[config.mk]
export PLATFORM = sky130hd
export DESIGN_NAME = ps_mm_buf_scheduler
export DESIGN_NICKNAME = d
export VERILOG_FILES = /design/src/rtl/ps_mm_buf_scheduler.sv
export SDC_FILE = /design/constraint.sdc
export NUM_CORES = 1
export LEC_CHECK = 0
export CAP_MARGIN = 20
export CORE_MARGIN = 5
export CORE_UTILIZATION = 30
export CTS_BUF_LIST = sky130_fd_sc_hd__clkbuf_4 sky130_fd_sc_hd__clkbuf_8
export DETAILED_ROUTE_END_ITERATION = 6
export HOLD_SLACK_MARGIN = 0.1
export SLEW_MARGIN = 10
export SYNTH_ARGS = -nofsm -noshare
export SYNTH_HDL_FRONTEND = slang
export SYNTH_SLANG_ARGS = --single-unit
[constraint.sdc]
create_clock -name clk -period 3.4 [get_ports clk]
set_clock_uncertainty 0.1 [all_clocks]
set_input_delay 0.51 -clock clk [delete_from_list [all_inputs] [get_ports clk]]
set_output_delay 0.51 -clock clk [all_outputs]
set_load 0.01 [all_outputs]
[src/rtl/ps_mm_buf_scheduler.sv]
// ps_mm_buf_scheduler
//
// Buffer-ring scheduler that sits in front of ps_mm_writer. Each packet from the
// PacketStream source gets one of BUFCOUNT fixed-size buffers. The scheduler drives the
// writer's start address for that buffer. Packets longer than BUFWORDS words are cut at
// the buffer boundary, and the rest of the packet is discarded. Every stored packet is
// reported as a descriptor. A buffer stays held until the consumer pulses f_req, and
// buffers are released oldest first.
//
// Ports
//   reset, clk                    async active-high reset, clock
//   i_dat/i_mty/i_val/i_eop/i_rdy upstream PacketStream (i_mty valid with i_eop)
//   o_dat/o_mty/o_val/o_eop/o_rdy stream toward the writer (zero-latency pass-through)
//   o_addr                        writer start address, BASE + wr_idx*BUFWORDS
//   d_idx/d_len/d_mty/d_err       descriptor: buffer, words written, last mty, truncated
//   d_val/d_rdy                   descriptor handshake
//   f_req                         release the oldest held buffer (1-cycle pulse)
//   used                          number of buffers currently held
module ps_mm_buf_scheduler #(
  parameter int DWIDTH   = 8,
  parameter int AWIDTH   = 8,
  parameter int SYMBOLS  = 4,
  parameter int BASE     = 0,
  parameter int BUFWORDS = 16,
  parameter int BUFCOUNT = 4
) (
  input  logic                          reset,
  input  logic                          clk,
  input  logic [DWIDTH-1:0]             i_dat,
  input  logic [$clog2(SYMBOLS)-1:0]    i_mty,
  input  logic                          i_val,
  input  logic                          i_eop,
  output logic                          i_rdy,
  output logic [DWIDTH-1:0]             o_dat,
  output logic [$clog2(SYMBOLS)-1:0]    o_mty,
  output logic                          o_val,
  output logic                          o_eop,
  input  logic                          o_rdy,
  output logic [AWIDTH-1:0]             o_addr,
  output logic [$clog2(BUFCOUNT)-1:0]   d_idx,
  output logic [$clog2(BUFWORDS):0]     d_len,
  output logic [$clog2(SYMBOLS)-1:0]    d_mty,
  output logic                          d_err,
  output logic                          d_val,
  input  logic                          d_rdy,
  input  logic                          f_req,
  output logic [$clog2(BUFCOUNT):0]     used
);

  localparam int MW     = $clog2(SYMBOLS);
  localparam int IW     = $clog2(BUFCOUNT);
  localparam int LW     = $clog2(BUFWORDS) + 1;
  localparam int UW     = $clog2(BUFCOUNT) + 1;
  localparam int BW_LOG = $clog2(BUFWORDS);

  typedef enum logic [1:0] {IDLE, PASS, DROP} state_t;

  state_t        state;
  state_t        state_nxt;
  logic [IW-1:0] wr_idx;
  logic [IW-1:0] wr_idx_nxt;
  logic [LW-1:0] count;
  logic [LW-1:0] len_now;
  logic          open;
  logic          last_slot;
  logic          trunc;
  logic          acc;
  logic          desc_wr;
  logic          rel;

  function automatic logic [AWIDTH-1:0] addr_of(input logic [IW-1:0] idx);
    return AWIDTH'(BASE) + (AWIDTH'(idx) << BW_LOG);
  endfunction

  assign o_dat = i_dat;

  // NOTE: every signal written in this block gets a default first, so no path leaves a
  // signal unassigned and no latch is inferred.
  always_comb begin
    open      = (state == IDLE) && (used < UW'(BUFCOUNT)) && !d_val;
    // The word arriving now fills the last slot of the buffer.
    last_slot = (state == IDLE) ? (BUFWORDS == 1) : (count == LW'(BUFWORDS - 1));
    i_rdy     = 1'b0;
    o_val     = 1'b0;
    case (state)
      IDLE: begin
        i_rdy = open & o_rdy;
        o_val = open & i_val;
      end
      PASS: begin
        i_rdy = o_rdy;
        o_val = i_val;
      end
      DROP: i_rdy = 1'b1;
      default: ;
    endcase
    // A non-eop word in the last slot ends the packet toward the writer.
    trunc   = (state != DROP) && last_slot && !i_eop;
    o_eop   = i_eop | trunc;
    o_mty   = trunc ? '0 : i_mty;
    acc     = i_val & i_rdy;
    desc_wr = acc && (state != DROP) && (i_eop || last_slot);
    len_now = (state == IDLE) ? LW'(1) : count + LW'(1);
    rel     = f_req && (used != '0);

    wr_idx_nxt = desc_wr ? wr_idx + IW'(1) : wr_idx;

    state_nxt = state;
    case (state)
      IDLE: if (acc && !i_eop) state_nxt = last_slot ? DROP : PASS;
      PASS: if (acc) begin
        if (i_eop)          state_nxt = IDLE;
        else if (last_slot) state_nxt = DROP;
      end
      DROP: if (acc && i_eop) state_nxt = IDLE;
      default: state_nxt = IDLE;
    endcase
  end

  // NOTE: sequential state uses non-blocking assignments only, so every register
  // samples the pre-edge values regardless of statement order.
  always_ff @(posedge clk or posedge reset) begin
    if (reset) begin
      state  <= IDLE;
      wr_idx <= '0;
      count  <= '0;
      used   <= '0;
      d_idx  <= '0;
      d_len  <= '0;
      d_mty  <= '0;
      d_err  <= 1'b0;
      d_val  <= 1'b0;
      o_addr <= AWIDTH'(BASE);
    end else begin
      state  <= state_nxt;
      wr_idx <= wr_idx_nxt;

      if (acc && state != DROP) count <= len_now;

      if (desc_wr) begin
        d_idx <= wr_idx;
        d_len <= len_now;
        d_mty <= i_eop ? i_mty : MW'(0);
        d_err <= !i_eop;
        d_val <= 1'b1;
      end else if (d_rdy) begin
        d_val <= 1'b0;
      end

      // An allocation and a release on the same edge cancel out.
      if (desc_wr && !rel)      used <= used + UW'(1);
      else if (rel && !desc_wr) used <= used - UW'(1);

      // Track the next buffer only across packet boundaries, so the address seen by
      // the writer never moves inside a packet.
      if (state_nxt == IDLE) o_addr <= addr_of(wr_idx_nxt);
    end
  end

endmodule

# Yosys cells after proc, flatten, opt, wreduce, memory -nomap -nowiden
# Index checks and enable logic that the tools add are counted.
dict set report totals {
  reg_bits 25
  wordCells 62
}
dict set report classes {
  n_eq_ne 4
  order_cmp 1
  muxes 18
  reduce_logical 21
  addsub 4
  bitwise 4
}
# operator n
set op_table {}
lappend op_table {{$mux 2} 9}
lappend op_table {{$logic_and 1x1->1} 11}
lappend op_table {{$mux 3} 2}
lappend op_table {{$pmux 2 s3} 1}
lappend op_table {{$add 5x1->5 const B} 1}
lappend op_table {{$eq 5x4->1 const B} 1}
lappend op_table {{$mux 5} 1}
lappend op_table {{$logic_not 1->1} 4}
lappend op_table {{$logic_not 2->1} 2}
lappend op_table {{$reduce_bool 2->1} 2}
lappend op_table {{$add 3x1->3 const B} 1}
lappend op_table {{$and 1x1->1} 3}
lappend op_table {{$lt 3x3->1 const B} 1}
lappend op_table {{$mux 1} 3}
lappend op_table {{$pmux 1 s3} 1}
lappend op_table {{$reduce_bool 3->1} 1}
lappend op_table {{$sub 3x1->3 const B} 1}
lappend op_table {{$add 2x1->2 const B} 1}
lappend op_table {{$eq 2x1->1 const B} 1}
lappend op_table {{$eq 2x2->1 const B} 1}
lappend op_table {{$ne 2x2->1 const B} 1}
lappend op_table {{$pmux 1 s2} 1}
lappend op_table {{$logic_or 1x1->1} 1}
lappend op_table {{$or 1x1->1} 1}

# Logic depth before layout (Yosys ltp)
dict set report depth {
  word_depth 12
  mapped_depth 13
  depth_no_buf 13
}

# Least setup slack after synthesis
# Ideal clock, no wire load.
dict set report synth_timing {
  path_kind {reg-to-reg}
  startpoint {reg count[0]}
  endpoint {reg used[1]}
  required_time_ps 3175
  path_slack_ps 788
  stages_incl_launch_ff 12
  arrival_time_ps 2387
  cell_sequence {dfrtp_1 -> ha_1 -> and3_1 -> ha_1 -> a21oi_2 -> inv_1 -> nand3_4 -> inv_1 -> ha_1 -> inv_1 -> fa_1 -> mux2_2}
}
dict set report synth_via {
  elab_chain_len 7
  elab_cells_between_ends 9
  cone_classes {1 x eq/ne; 2 x mux; 6 x reduce/logical}
}
# element line
set synth_rtl {}
lappend synth_rtl {{start: declaration} 62} ;# logic [LW-1:0] count;
lappend synth_rtl {{start signal: assignment} 138} ;# if (acc && state != DROP) count <= len_now;
lappend synth_rtl {{$eq 5x4->1 *} 82} ;# last_slot = (state == IDLE) ? (BUFWORDS == 1) : (count == LW'(BUFWORDS - 1));
lappend synth_rtl {{$mux 1 *} 82}
lappend synth_rtl {{$logic_or 1x1->1 *} 102} ;# desc_wr = acc && (state != DROP) && (i_eop || last_slot);
lappend synth_rtl {{$logic_and 1x1->1 *} 102}
lappend synth_rtl {{named net desc_wr} 68} ;# logic desc_wr;
lappend synth_rtl {{$logic_not 1->1} 152} ;# else if (rel && !desc_wr) used <= used - UW'(1);
lappend synth_rtl {{$logic_and 1x1->1} 152}
lappend synth_rtl {{$reduce_bool 2->1 (no line)} --}
lappend synth_rtl {{end signal: assignment} 151} ;# if (desc_wr && !rel) used <= used + UW'(1);
lappend synth_rtl {{end signal: assignment} 152}
lappend synth_rtl {{end: declaration} 47} ;# output logic [$clog2(BUFCOUNT):0] used
# Mark *: on every way through the listed nets, which the timed path passes. The rest lies on a longest branch.
# A chain may end at the register's enable or synchronous reset.

# Worst setup path in the final report
# Ends and elaborated chain as after synthesis.

==> Implementation_results.wiki <==
{| class="wikitable"
! Metric !! Value
|-
| Final routed DRC violation total || 0
|-
| Largest net degree at the start of global routing || 26
|-
| Net switching component of the power || 461.8 uW
|-
| Number of antenna violations at the first check in global routing || 0
|-
| Switching Fraction || 0.3598
|-
| Vias in the first global route || 1,013
|-
| Detailed-routing iteration count for the pre-antenna-repair pass || 4
|-
| Count of mapped cells out of synthesis || 126
|-
| Clock net sink count || 25
|-
| Leading cell type in the layout, fill and taps excluded || sky130_fd_sc_hd__clkdlybuf4s50_1
|-
| Cell Count Post-Placement || 195
|-
| CTS max path bufs || 2
|-
| Post-route setup slack || 522.2 ps
|-
| Mean Syn Cell Area || 11.09 um^2
|-
| Setup repair after global routing missed its margin || false
|-
| Initial drt markers || 62
|-
| Share of async-settable or async-resettable flops after synthesis || 1.000
|-
| Clock network fraction of design power || 0.143
|-
| Leakage component of the power || 0.0007463 uW
|-
| DP HPWL || 2.165 mm
|-
| Share of the yosys chip area belonging to registers || 0.4476
|-
| Type of destination of the critical path || flop
|-
| Count of antenna diodes in the layout || 0
|-
| Avg Vias per Cell || 4.765
|-
| Count of non-filler cells in the finished layout || 200
|-
| Synthesized-area fraction occupied by and/or/nand/nor cells || 0.1540
|-
| Sequential power share || 0.417
|-
| # rows || 24
|-
| Post-synthesis instance area || 1398 um^2
|-
| Worst IR Drop VDD || 0.0003604 V
|-
| Clock slew seen by the registers of the worst setup and hold paths || 90 ps
|-
| Slew Viols, Final || 0
|-
| Last weighted congestion value of the routability-driven placer || 0.7430
|-
| CTS H-tree depth || 1
|-
| Top area cells in the synthesized netlist || sky130_fd_sc_hd__dfrtp_1, sky130_fd_sc_hd__buf_4, sky130_fd_sc_hd__mux2_2
|-
| Setup_tns || 0 ps
|-
| Placeable core area || 4444 um^2
|-
| Clock latency on the worst-skew pair || 270 ps
|-
| PostCTS Resize Cnt || 0
|-
| Relative slew margins || 0.6366
|-
| Via count || 953
|-
| Maximum fanout encountered on the critical timing path || 15
|-
| Initial core utilization || 0.3145
|-
| Final global-route overflow total || 0
|-
| Layout cell share with drive strength beyond 1 || 0.1689
|-
| Required time of the worst setup path || 3470 ps
|-
| Max-Cap Viols || 0
|-
| Outcome || finished clean
|-
| Mux contribution to synthesized area || 0.05103
|-
| Int Power || 821.9 uW
|-
| Quantity of I/O buffers inserted on ports || 29
|-
| Library cell used as clock root buffer || sky130_fd_sc_hd__clkbuf_8
|-
| Total detailed-routing wirelength || 2.860 mm
|-
| Hold Buf Count CTS || 0
|-
| Min Clock Period, post-route || 2878 ps
|-
| Cell type with the largest total area after synthesis || sky130_fd_sc_hd__dfrtp_1
|-
| Leading cell types in the layout, fill and taps excluded || sky130_fd_sc_hd__clkdlybuf4s50_1, sky130_fd_sc_hd__dfrtp_1, sky130_fd_sc_hd__nand2_1
|-
| Distinct cell type count after synthesis || 43
|-
| Global-route wire length before repair || 4.899 mm
|-
| Number of setup buffers added after CTS || 0
|-
| Classification of the worst setup path || flop to flop
|-
| CTS tree || yes
|-
| CP arrival || 2950 ps
|-
| Fraction of post-synthesis cell area in the top cell type by area || 0.4476
|-
| Area growth from synthesis to layout || 21.40%
|-
| Wire length per cell || 14.30 um
|-
| Total of endpoints with negative setup slack in the final report || 0
|-
| Total routing usage reported by global routing || 0.09935
|-
| Number of synthesized flops with an enable pin || 0
|-
| Adder-cell share of the synthesized area || 0.04118
|-
| Number of ports placed on the die boundary || 52
|-
| Number of nets in the layout || 170
|-
| Achievable clock frequency || 347.5 MHz
|-
| Post-Synth XOR/XNOR Area || 0.05461
|-
| Most used flip-flop cell after synthesis || sky130_fd_sc_hd__dfrtp_1
|-
| Share of the synthesized area in compound gates (AO/OA/AOI/OAI) || 0.1307
|-
| Remaining number of nets flagged by the antenna check after routing || 0
|-
| Hold Vio Cnt, Final || 0
|-
| Share of the clock period used by the worst path || 0.8464
|-
| Place WS || 453.0 ps
|-
| Number of buffers added by the clock tree synthesis step || 3
|-
| Synth warn || 0
|-
| Area of the die || 6124 um^2
|-
| Cell area power density || 756.6 nW/um^2
|-
| Die Y-Extent || 78.26 um
|-
| Slew @ Worst Pin || 544.5 ps
|-
| Post-synthesis register bit count || 25
|-
| Combinational group share of total power || 0.439
|-
| Horizontal extent of the die || 78.26 um
|-
| Kind of start point of the critical path || flop
|-
| Path class of the lowest-slack min-delay path || flop to flop
|-
| Overall power consumption || 1284 uW
|-
| Combinational family with the most area after synthesis || simple AND/OR/NAND/NOR gates
|}
-- final timing paths --
kind,start,endpoint,slack (ps),depth (start not counted)
min in group asynchronous,reset,o_addr[5],470,2
worst max-delay path,count[0],used[1],520,11
worst min-delay path,d_len[3],d_len[3],390,2
worst min register to register,d_len[3],d_len[3],390,2
max in group asynchronous,reset,d_mty[1],2250,3
worst max register to register,count[0],used[1],520,11
-- layout make-up --
class / count / area, um^2
Fill cell: 442 / 2748
Sequential cell: 25 / 625.6
Multi-Input combinational cell: 82 / 625.6
Timing Repair Buffer: 30 / 305.3
Tap cell: 52 / 65.06
Clock buffer: 3 / 41.29
Inverter: 7 / 26.28
Clock inverter: 1 / 7.507
-- per-layer routing --
metal | routed length, um | track usage
met1 | 1344 | 0.1316
met2 | 1256 | 0.1498
met3 | 236 | 0.04462
met4 | 22 | 0.02098
met5 | 0 | 0
-- power by group through the flow --
stage | Sequential, uW | Clock (uW) | Combinational [uW]
2_1_floorplan | 546 | 0 | 328
3_3_place_gp | 536 | 0 | 559
3_5_place_dp | 543 | 0 | 567
4_1_cts | 537 | 190 | 571
5_1_grt | 553 | 202 | 626
6_report | 536 | 184 | 564
-- cells by family after synthesis --
group,after synthesis
AOI/OAI and AO/OA,23
xor gates and xnor gates,7
adders and majority gates,4
buffers and inverters,24
DFF,25
muxes,6
other,1
and+or+nand+nor,36
-- state kept, by name, indices dropped and copies added, names as in the netlist --
register and flops:
wr_idx 2, used 3, d_err 1, d_val 1, d_len 5, o_addr 2
d_mty 2, d_idx 2, count 5, state 2
-- cell usage after synthesis, types with 2 or more instances --
library cell	number
sky130_fd_sc_hd__dfrtp_1	25
sky130_fd_sc_hd__buf_4	14
sky130_fd_sc_hd__nand2_1	13
sky130_fd_sc_hd__inv_1	7
sky130_fd_sc_hd__nor2_1	6
sky130_fd_sc_hd__o21ai_0	6
sky130_fd_sc_hd__mux2_2	5
sky130_fd_sc_hd__buf_6	3
sky130_fd_sc_hd__ha_1	3
sky130_fd_sc_hd__o31ai_1	3
sky130_fd_sc_hd__xor2_1	3
sky130_fd_sc_hd__a21oi_2	2
sky130_fd_sc_hd__a32o_1	2
sky130_fd_sc_hd__and2_1	2
sky130_fd_sc_hd__and3b_2	2
sky130_fd_sc_hd__xnor2_1	2
sky130_fd_sc_hd__xnor2_2	2
-- critical path: stages, from the launching register on --
cell	delay, ps
sky130_fd_sc_hd__dfrtp_1	430
sky130_fd_sc_hd__ha_1	270
sky130_fd_sc_hd__and3_1	200
sky130_fd_sc_hd__ha_1	210
sky130_fd_sc_hd__a21oi_2	160
sky130_fd_sc_hd__inv_1	130
sky130_fd_sc_hd__nand3_4	190
sky130_fd_sc_hd__inv_1	100
sky130_fd_sc_hd__ha_1	230
sky130_fd_sc_hd__inv_1	70
sky130_fd_sc_hd__fa_1	410
sky130_fd_sc_hd__mux2_2	270
-- metrics by stage --
| step | instance area, um^2 | hold WS [ps] | utilization |
|---|---|---|---|
| after global routing | 1697 | 409.7 | 0.3818 |
| after global placement | 1633 | 369.1 | 0.3674 |
| after CTS | 1682 | 397.0 | 0.3784 |
| after detailed placement | 1633 | 375.7 | 0.3674 |
| final | 1697 | 387.6 | 0.3818 |
| after floorplan | 1416 | 376.1 | - |
Power figures use the tool's default switching activity.
